[src/rtl/frogger_pkg.sv]
// -----------------------------------------------------------------------------
// frogger_pkg
// Shared definitions for the frogger PS/2 input path:
//   - PS/2 scan-code set 2 constants (prefixes, arrow keys, WASD)
//   - key index positions used by the decoder's held-key registers
//   - the PS/2 frame-receiver state enum
//   - the default frame timeout (1 ms at 50 MHz)
//   - an odd-parity helper for frame validation
// -----------------------------------------------------------------------------
package frogger_pkg;

   // Prefix bytes
   localparam logic [7:0] SC_EXT   = 8'hE0;
   localparam logic [7:0] SC_BRK   = 8'hF0;

   // Arrow keys (only meaningful after SC_EXT)
   localparam logic [7:0] SC_UP    = 8'h75;
   localparam logic [7:0] SC_DOWN  = 8'h72;
   localparam logic [7:0] SC_LEFT  = 8'h6B;
   localparam logic [7:0] SC_RIGHT = 8'h74;

   // WASD (non-extended)
   localparam logic [7:0] SC_W     = 8'h1D;
   localparam logic [7:0] SC_S     = 8'h1B;
   localparam logic [7:0] SC_A     = 8'h1C;
   localparam logic [7:0] SC_D     = 8'h23;

   // Bit positions inside the 4-bit held-key vectors
   localparam int unsigned KEY_UP    = 0;
   localparam int unsigned KEY_DOWN  = 1;
   localparam int unsigned KEY_LEFT  = 2;
   localparam int unsigned KEY_RIGHT = 3;

   localparam int unsigned TIMEOUT_CYCLES_DEFAULT = 50000;

   typedef enum logic [1:0] {
      StIdle,
      StData,
      StParity,
      StStop
   } ps2_state_e;

   // PS/2 uses odd parity: data bits plus parity bit must hold an odd number of ones.
   function automatic logic odd_parity_ok(input logic [7:0] data, input logic parity);
      return ^{data, parity};
   endfunction

endpackage

[src/rtl/ps2_rx.sv]
// -----------------------------------------------------------------------------
// ps2_rx
// PS/2 device-to-host frame receiver. Synchronizes the raw PS/2 pins, detects
// falling edges of the PS/2 clock and assembles 11-bit frames
// (start, 8 data LSB first, odd parity, stop). A frame stalled for
// TIMEOUT_CYCLES clocks is discarded.
//
// Ports:
//   Clk         in   system clock (50 MHz)
//   Reset       in   synchronous, active-high reset
//   ps2_clk     in   raw PS/2 clock pin (asynchronous)
//   ps2_data    in   raw PS/2 data pin (asynchronous)
//   byte_out    out  last correctly received byte
//   byte_valid  out  one-cycle pulse when byte_out updates
//   frame_err   out  one-cycle pulse on parity/stop error or timeout abort
// -----------------------------------------------------------------------------
module ps2_rx
   import frogger_pkg::*;
#(
   parameter int unsigned TIMEOUT_CYCLES = TIMEOUT_CYCLES_DEFAULT,
   parameter int unsigned CNT_W          = 16
) (
   input  logic       Clk,
   input  logic       Reset,
   input  logic       ps2_clk,
   input  logic       ps2_data,
   output logic [7:0] byte_out,
   output logic       byte_valid,
   output logic       frame_err
);

   localparam logic [CNT_W-1:0] TMO_LIMIT = CNT_W'(TIMEOUT_CYCLES);

   // Two-flop synchronizers plus one history flop on the clock for edge detect
   logic clk_meta_q, clk_sync_q, clk_prev_q;
   logic data_meta_q, data_sync_q;
   logic fe;

   ps2_state_e       state_q;
   logic [2:0]       bit_cnt_q;
   logic [7:0]       shift_q;
   logic             parity_q;
   logic [CNT_W-1:0] tmo_cnt_q;

   // Idle PS/2 lines are high, so the synchronizers reset to 1 to avoid a
   // spurious falling edge right after reset.
   always_ff @(posedge Clk) begin
      if (Reset) begin
         clk_meta_q  <= 1'b1;
         clk_sync_q  <= 1'b1;
         clk_prev_q  <= 1'b1;
         data_meta_q <= 1'b1;
         data_sync_q <= 1'b1;
      end else begin
         clk_meta_q  <= ps2_clk;
         clk_sync_q  <= clk_meta_q;
         clk_prev_q  <= clk_sync_q;
         data_meta_q <= ps2_data;
         data_sync_q <= data_meta_q;
      end
   end

   assign fe = clk_prev_q & ~clk_sync_q;

   always_ff @(posedge Clk) begin
      if (Reset) begin
         state_q    <= StIdle;
         bit_cnt_q  <= 3'd0;
         shift_q    <= 8'h00;
         parity_q   <= 1'b0;
         tmo_cnt_q  <= '0;
         byte_out   <= 8'h00;
         byte_valid <= 1'b0;
         frame_err  <= 1'b0;
      end else begin
         byte_valid <= 1'b0;
         frame_err  <= 1'b0;

         if (fe || state_q == StIdle) begin
            tmo_cnt_q <= '0;
         end else begin
            tmo_cnt_q <= tmo_cnt_q + CNT_W'(1);
         end

         unique case (state_q)
            StIdle: begin
               // A high data bit on an edge is not a start bit; ignore it quietly
               if (fe && !data_sync_q) begin
                  state_q   <= StData;
                  bit_cnt_q <= 3'd0;
               end
            end
            StData: begin
               if (fe) begin
                  shift_q   <= {data_sync_q, shift_q[7:1]};
                  bit_cnt_q <= bit_cnt_q + 3'd1;
                  if (bit_cnt_q == 3'd7) begin
                     state_q <= StParity;
                  end
               end
            end
            StParity: begin
               if (fe) begin
                  parity_q <= data_sync_q;
                  state_q  <= StStop;
               end
            end
            StStop: begin
               if (fe) begin
                  if (data_sync_q && odd_parity_ok(shift_q, parity_q)) begin
                     byte_out   <= shift_q;
                     byte_valid <= 1'b1;
                  end else begin
                     frame_err <= 1'b1;
                  end
                  state_q <= StIdle;
               end
            end
            default: state_q <= StIdle;
         endcase

         // Stall abort; an edge in the same cycle takes precedence
         if (!fe && state_q != StIdle && tmo_cnt_q == TMO_LIMIT) begin
            state_q   <= StIdle;
            frame_err <= 1'b1;
         end
      end
   end

endmodule

[src/rtl/ps2_arrow_decoder.sv]
// -----------------------------------------------------------------------------
// ps2_arrow_decoder
// Turns PS/2 scan-code set 2 make/break sequences into held key levels for the
// frog movement block. Arrow keys (E0-extended) and WASD drive the same four
// directions; each output is the OR of its two held-key registers.
//
// Ports:
//   Clk         in   system clock (50 MHz)
//   Reset       in   synchronous, active-high reset
//   ps2_clk     in   raw PS/2 clock pin (asynchronous)
//   ps2_data    in   raw PS/2 data pin (asynchronous)
//   up          out  high while Up arrow or W is held
//   down        out  high while Down arrow or S is held
//   left        out  high while Left arrow or A is held
//   right       out  high while Right arrow or D is held
//   byte_out    out  last correctly received byte (debug display)
//   byte_valid  out  one-cycle pulse when byte_out updates
//   frame_err   out  one-cycle pulse on a receive error or timeout
// -----------------------------------------------------------------------------
module ps2_arrow_decoder
   import frogger_pkg::*;
#(
   parameter int unsigned TIMEOUT_CYCLES = TIMEOUT_CYCLES_DEFAULT,
   parameter int unsigned CNT_W          = 16
) (
   input  logic       Clk,
   input  logic       Reset,
   input  logic       ps2_clk,
   input  logic       ps2_data,
   output logic       up,
   output logic       down,
   output logic       left,
   output logic       right,
   output logic [7:0] byte_out,
   output logic       byte_valid,
   output logic       frame_err
);

   logic       ext_q;
   logic       brk_q;
   logic [3:0] arrow_q;
   logic [3:0] wasd_q;

   ps2_rx #(
      .TIMEOUT_CYCLES (TIMEOUT_CYCLES),
      .CNT_W          (CNT_W)
   ) u_rx (
      .Clk        (Clk),
      .Reset      (Reset),
      .ps2_clk    (ps2_clk),
      .ps2_data   (ps2_data),
      .byte_out   (byte_out),
      .byte_valid (byte_valid),
      .frame_err  (frame_err)
   );

   always_ff @(posedge Clk) begin
      if (Reset) begin
         ext_q   <= 1'b0;
         brk_q   <= 1'b0;
         arrow_q <= 4'b0000;
         wasd_q  <= 4'b0000;
      end else if (frame_err) begin
         // A lost byte may have been part of a prefix sequence; start clean
         ext_q <= 1'b0;
         brk_q <= 1'b0;
      end else if (byte_valid) begin
         if (byte_out == SC_EXT) begin
            ext_q <= 1'b1;
         end else if (byte_out == SC_BRK) begin
            brk_q <= 1'b1;
         end else begin
            ext_q <= 1'b0;
            brk_q <= 1'b0;
            if (ext_q) begin
               case (byte_out)
                  SC_UP:    arrow_q[KEY_UP]    <= !brk_q;
                  SC_DOWN:  arrow_q[KEY_DOWN]  <= !brk_q;
                  SC_LEFT:  arrow_q[KEY_LEFT]  <= !brk_q;
                  SC_RIGHT: arrow_q[KEY_RIGHT] <= !brk_q;
                  default:  ;
               endcase
            end else begin
               case (byte_out)
                  SC_W:    wasd_q[KEY_UP]    <= !brk_q;
                  SC_S:    wasd_q[KEY_DOWN]  <= !brk_q;
                  SC_A:    wasd_q[KEY_LEFT]  <= !brk_q;
                  SC_D:    wasd_q[KEY_RIGHT] <= !brk_q;
                  default: ;
               endcase
            end
         end
      end
   end

   assign up    = arrow_q[KEY_UP]    | wasd_q[KEY_UP];
   assign down  = arrow_q[KEY_DOWN]  | wasd_q[KEY_DOWN];
   assign left  = arrow_q[KEY_LEFT]  | wasd_q[KEY_LEFT];
   assign right = arrow_q[KEY_RIGHT] | wasd_q[KEY_RIGHT];

endmodule

[config.mk]
export PLATFORM = sky130hd
export DESIGN_NAME = ps2_arrow_decoder
export DESIGN_NICKNAME = d
export VERILOG_FILES = /design/src/rtl/frogger_pkg.sv /design/src/rtl/ps2_rx.sv /design/src/rtl/ps2_arrow_decoder.sv
export SDC_FILE = /design/constraint.sdc
export NUM_CORES = 1
export LEC_CHECK = 0
export BUFFER_PORTS_ARGS = -buffer_cell sky130_fd_sc_hd__buf_2
export CAP_MARGIN = 20
export CORE_MARGIN = 3
export CORE_UTILIZATION = 61
export DETAILED_ROUTE_END_ITERATION = 16
export PLACE_DENSITY = 0.87
export SLEW_MARGIN = 15
export SYNTH_ARGS = -nofsm -noshare
export SYNTH_HDL_FRONTEND = slang
export SYNTH_HIERARCHICAL = 1
export SYNTH_SLANG_ARGS = --single-unit
[constraint.sdc]
create_clock -name Clk -period 3.65 [get_ports Clk]
set_input_delay 0.5475 -clock Clk [delete_from_list [all_inputs] [get_ports Clk]]
set_output_delay 0.5475 -clock Clk [all_outputs]
set_load 0.1 [all_outputs]
# After elaboration in Yosys (flattened, before gate mapping)
# Index checks and enable logic that the tools add are counted.
[op_classes]
n_addsub = 2
eq_ne = 21
muxes = 17
n_bitwise = 12
reduce_logical = 31
[ops]
columns = ["op", "count"]
rows = [
  ["6-bit AND reduction", 8],
  ["8-bit by 7-bit == test with 1-bit output, second input constant", 4],
  ["8-bit by 5-bit == test with 1-bit output, second input constant", 3],
  ["16-bit by 1-bit adder with 16-bit output, second input constant", 1],
  ["16-bit == test, second input constant", 1],
  ["8-bit == test, second input constant", 2],
  ["2-bit two-way mux", 5],
  ["9-bit XOR reduction", 1],
  ["8-bit by 6-bit == test with 1-bit output, second input constant", 1],
  ["1-bit two-way mux", 8],
  ["2-bit by 1-bit inequality test with 1-bit output, second input constant", 4],
  ["2-bit one-hot mux with 4 select lines", 1],
  ["2-bit AND reduction", 4],
  ["1-bit NOT", 7],
  ["3-bit two-way mux", 2],
  ["3-bit one-hot mux with 2 select lines", 1],
  ["3-bit AND reduction", 2],
  ["2-bit OR reduction", 3],
  ["5-bit AND reduction", 1],
  ["2-bit == test, second input constant", 2],
  ["1-bit logical AND", 4],
  ["2-bit inequality test, second input constant", 2],
  ["1-bit OR", 4],
  ["2-bit nonzero test", 2],
  ["other kinds (8)", 10],
]
[totals]
register_bits = 55
inputBits = 4
output_inout_bits = 14

# Depth between registers and ports, before layout
[depth]
ltp_word = 6
ltp_mapped = 6

# Hierarchy
# The synthesis kept the hierarchy.
[by_module_without_submodules]
columns = ["mod", "instances", "cells_per_inst", "area_per_inst_um2", "seq_area_each_um2"]
rows = [
  ["ps2_rx", 1, 213, 2074.5, 900.9],
  ["ps2_arrow_decoder", 1, 58, 544.3, 200.2],
]

# Least setup slack after synthesis
# Ideal clock, no wire load.
[synth_path]
path_type = "register -> register"
startpoint = "register u_rx.byte_out[5]"
endpoint = "register arrow_q[1]"
t_arrival_ps = 2089
setup_slack_ps = 1432
stages_incl_launch_ff = 4
n_path_buf = 0
period_less_slack_ps = 2218
path_cell_list = "dfxtp_1 or4b_1 or4b_1 mux2i_1"
[synth_between]
elab_chain_cells = 3
[synth_lines]
columns = ["item", "line_no", "source"]
rows = [
  ["from (decl)", "ps2_rx.sv:27", "output logic [7:0] byte_out,"],
  ["from (signal assigned)", "ps2_rx.sv:111", "byte_out <= shift_q;"],
  ["8-bit == test (on tied branches)", "ps2_arrow_decoder.sv:70, ps2_arrow_decoder.sv:68", ""],
  ["1-bit NOT (no line)", "n/a", ""],
  ["6-bit AND reduction (no line) (*)", "n/a", ""],
  ["to (signal, indexed assignment)", "ps2_arrow_decoder.sv:77", "SC_UP: arrow_q[KEY_UP] <= !brk_q;"],
  ["to (signal, indexed assignment)", "ps2_arrow_decoder.sv:78", "SC_DOWN: arrow_q[KEY_DOWN] <= !brk_q;"],
  ["to (signal, indexed assignment)", "ps2_arrow_decoder.sv:79", "SC_LEFT: arrow_q[KEY_LEFT] <= !brk_q;"],
  ["to (decl)", "ps2_arrow_decoder.sv:41", "logic [3:0] arrow_q;"],
]
# Mark *: on every way between the ends. The rest lies on a longest branch, timed or not.
# A chain may end at the register's enable or synchronous reset.

# Final worst setup path
[layout_path]
startpoint = "register u_rx.state_q[0]"
endpoint = "register u_rx.state_q[1]"
[layout_between]
elab_chain_cells = 4
[layout_lines]
columns = ["item", "line_no", "source"]
rows = [
  ["from (decl)", "ps2_rx.sv:39", "ps2_state_e state_q;"],
  ["from (signal assigned)", "ps2_rx.sv:67", "state_q <= StIdle;"],
  ["from (signal assigned)", "ps2_rx.sv:89", "state_q <= StData;"],
  ["from (signal assigned)", "ps2_rx.sv:98", "state_q <= StParity;"],
  ["branches (longest 4 deep; another with 5-bit AND reduction)", "n/a", ""],
]
# Several ways; the timed one is not identified.

==> impl_metrics.env <==
export IMPL_crit_arrival_ns=2.05
export IMPL_die_area_mm2=0.00512
export IMPL_max_freq_ghz=0.531
export IMPL_ant_nets=0
export IMPL_final_setup_viol_count=0
export IMPL_worstReg2RegStart="u_rx/state_q[0]"
export IMPL_synth_cell_types=45
export IMPL_synth_xor_area_frac=0.0683
export IMPL_p_leak_nw=1.11
export IMPL_tightest_slew_ns=0.641
export IMPL_synth_edf_count=0
export IMPL_netlist_area_leader_share=0.420
export IMPL_drive_above_1_share=0.147
export IMPL_h_tree_depth=2
export IMPL_skew_ns=0.00789
export IMPL_min_to="u_rx/clk_sync_q"
export IMPL_slew_violations=0
export IMPL_fp_row_count=23
export IMPL_ys_ff_latch=55
export IMPL_finalPower_mw=1.15
export IMPL_ys_async_sr_fraction=0
export IMPL_worstSetupPathType="flop to flop"
export IMPL_start_util=0.645
export IMPL_yosysSeqAreaShare=0.420
export IMPL_synthFlopType="dfxtp_1"
export IMPL_via_per_inst=5.95
export IMPL_final_hold_viol_count=0
export IMPL_synth_compound_area_frac=0.0597
export IMPL_synth_top_family_by_area="simple AND/OR/NAND/NOR gates"
export IMPL_gp_congestion=0.829
export IMPL_cellPowerDensity_mw_per_mm2=406
export IMPL_root_buffer="clkbuf_8"
export IMPL_synthMuxAreaShare=0.108
export IMPL_ff2ff_path_depth=6
export IMPL_syn_nets=283
export IMPL_syn_cell_area_mm2=0.00262
export IMPL_io_buffers=17
export IMPL_antenna_cells=0
export IMPL_postCtsHoldBufs=0
export IMPL_place_area_mm2=0.00273
export IMPL_run_status="complete, no violations"
export IMPL_synthTopCellsByArea="dfxtp_1 42%, mux2i_1 9.9%, nand2b_1 4.5%"
export IMPL_grt_max_degree=43
export IMPL_maxSlewHeadroom=0.573
export IMPL_drt_wl_total_um=4740
export IMPL_finalCriticalPeriod_ns=1.88
export IMPL_place_hpwl_um=3330
export IMPL_coreArea_mm2=0.00406
export IMPL_antenna_found_initial=0
export IMPL_synth_fa_ha_area_frac=0.0382
export IMPL_gr_total_overflow=0
export IMPL_min_path_type="flop to flop"
export IMPL_critical_path_endpoint_type="flop"
export IMPL_insertion_delay_ns=0.30
export IMPL_cp_max_fo=4
export IMPL_worstHoldPathCells=1
export IMPL_grt_usage=0.192
export IMPL_grt_pass1_wl_um=7900
export IMPL_area_growth_syn_to_layout_pct=8.27
export IMPL_min_delay_start="u_rx/clk_meta_q"
export IMPL_die_h_um=71.5
export IMPL_reg2reg_slack_ns=1.77
export IMPL_synthSimpleGateAreaFrac=0.280
export IMPL_rsz0062_at_grt="false"
export IMPL_route_detailed_drc=0
export IMPL_fin_nets=298
export IMPL_setup_tns_ns=0
export IMPL_syn_inst=271
export IMPL_clock_sinks=55
export IMPL_drtIter0Drc=118
export IMPL_tritoncts="yes"
export IMPL_via_count=1998
export IMPL_critPathLaunchType="flop"
export IMPL_io_pins=18
export IMPL_cts_buffers=5
export IMPL_post_cts_buffers=0
export IMPL_clkTransAtPathRegs_ns=0.09
export IMPL_drt_pass1_iterations=4
export IMPL_postCtsResizedCells=0
export IMPL_dieWidth_um=71.5
export IMPL_yosysWarnings=6
export IMPL_cp_required_ns=3.82
export IMPL_grt_pass1_vias=1796
export IMPL_fin_area_mm2=0.00284
export IMPL_avgSynthCellArea_um2=9.66
export IMPL_timing_rr_end="u_rx/state_q[1]"
export IMPL_post_drt_wl_per_cell_um=14.1
export IMPL_ir_drop_mv=0.226
export IMPL_drv_cap=0
export IMPL_finalCritPeriodShare=0.516
export IMPL_synth_largest_area_cell="dfxtp_1"
export IMPL_clockBufferDepth=2
## state kept, by name (all words and copies together) (netlist names)
name,count
u_rx/tmo_cnt_q,16
u_rx/byte_out,8
u_rx/shift_q,8
arrow_q,4
wasd_q,4
u_rx/bit_cnt_q,3
u_rx/state_q,2
brk_q,1
ext_q,1
u_rx/byte_valid,1
u_rx/clk_meta_q,1
u_rx/clk_prev_q,1
u_rx/clk_sync_q,1
u_rx/data_meta_q,1
u_rx/data_sync_q,1
u_rx/frame_err,1
u_rx/parity_q,1
## critical path, stage by stage, from the launching register on
cell      delay, ns
dfxtp_1        0.38
inv_1          0.08
ha_1           0.22
or2_2          0.30
a222oi_1       0.44
mux2i_1        0.26
nor3_1         0.06
## area by class of cell
cell class,count,area [µm²]
multi-input combinational,198,1450
fill,302,1220
sequential,55,1100
timing repair buffer,17,85.1
clock buffer,6,72.6
tap,50,62.6
inverter,9,33.8
clock inverter,1,30.0
## placed cells by master (no fill, tap or decap), drive strengths merged, types with 6 or more instances in the layout
master / count
dfxtp: 55
nor2: 27
mux2i: 27
nand2b: 19
buf: 17
or2: 13
nand2: 13
inv: 9
xor2: 9
ha: 8
nand3: 7
a21oi: 6
xnor2: 6
clkbuf: 6
## logic make-up after synthesis
family	after synthesis
and+or+nand+nor	125
adders and majority gates	8
DFF	55
AOI/OAI and AO/OA	21
buffers and inverters	18
muxes	27
xor gates and xnor gates	17
## how the worst max path moves through the flow
stage | slack, ns | endpoint | startpoint
after floorplan | 1.43 | arrow_q[1] | u_rx/byte_out[5]
after global placement | 1.85 | u_rx/tmo_cnt_q[13] | Reset
after detailed placement | 1.78 | u_rx/state_q[1] | u_rx/state_q[0]
after CTS | 1.76 | u_rx/state_q[1] | u_rx/state_q[0]
after global routing | 1.62 | u_rx/state_q[1] | u_rx/state_q[0]
final | 1.77 | u_rx/state_q[1] | u_rx/state_q[0]
## Yosys cell counts (2+ instances only)
library cell / instances
a21oi_1: 6
and2_1: 2
and3_1: 2
and4_1: 3
clkbuf_1: 9
dfxtp_1: 55
ha_1: 8
inv_1: 9
mux2i_1: 26
nand2_1: 13
nand2b_1: 19
nand3_1: 7
nand3b_1: 3
nand4_1: 4
nand4b_1: 2
nand4bb_1: 3
nor2_1: 27
nor2b_1: 4
nor3_1: 3
nor4_1: 4
nor4b_1: 2
o21ai_0: 3
o311ai_0: 3
o41ai_1: 3
or2_2: 13
or3_1: 4
or3b_2: 2
or4b_1: 2
xnor2_1: 6
xor2_1: 9
## metal layers
layer  vias to the layer above  share of wire  GRT usage
li1                        985              -          -
met1                       959           0.44      0.240
met2                        45           0.49      0.312
met3                         9          0.049     0.0491
met4                         0          0.020     0.0877
met5                         -              0          0
## power by group
group          switching, mW  total (mW)  internal, mW  leakage (nW)
clock                  0.185       0.386         0.201        0.0513
sequential            0.0126       0.625         0.613         0.444
combinational         0.0811       0.138        0.0570         0.620
total                  0.279        1.15         0.871          1.11
## metrics by stage
| step | instances | worst slack, ns | util | hold WS (ns) |
|---|---|---|---|---|
| 5_1_grt | 336 | 1.62 | 0.699 | 0.404 |
| 4_1_cts | 336 | 1.76 | 0.699 | 0.406 |
| 3_5_place_dp | 329 | 1.78 | 0.673 | 0.395 |
| 2_1_floorplan | 271 | 1.43 | - | 0.389 |
| 6_report | 336 | 1.77 | 0.699 | 0.417 |
| 3_3_place_gp | 329 | 1.85 | 0.673 | 0.392 |
No activity file was read; power rests on OpenSTA's default activity.
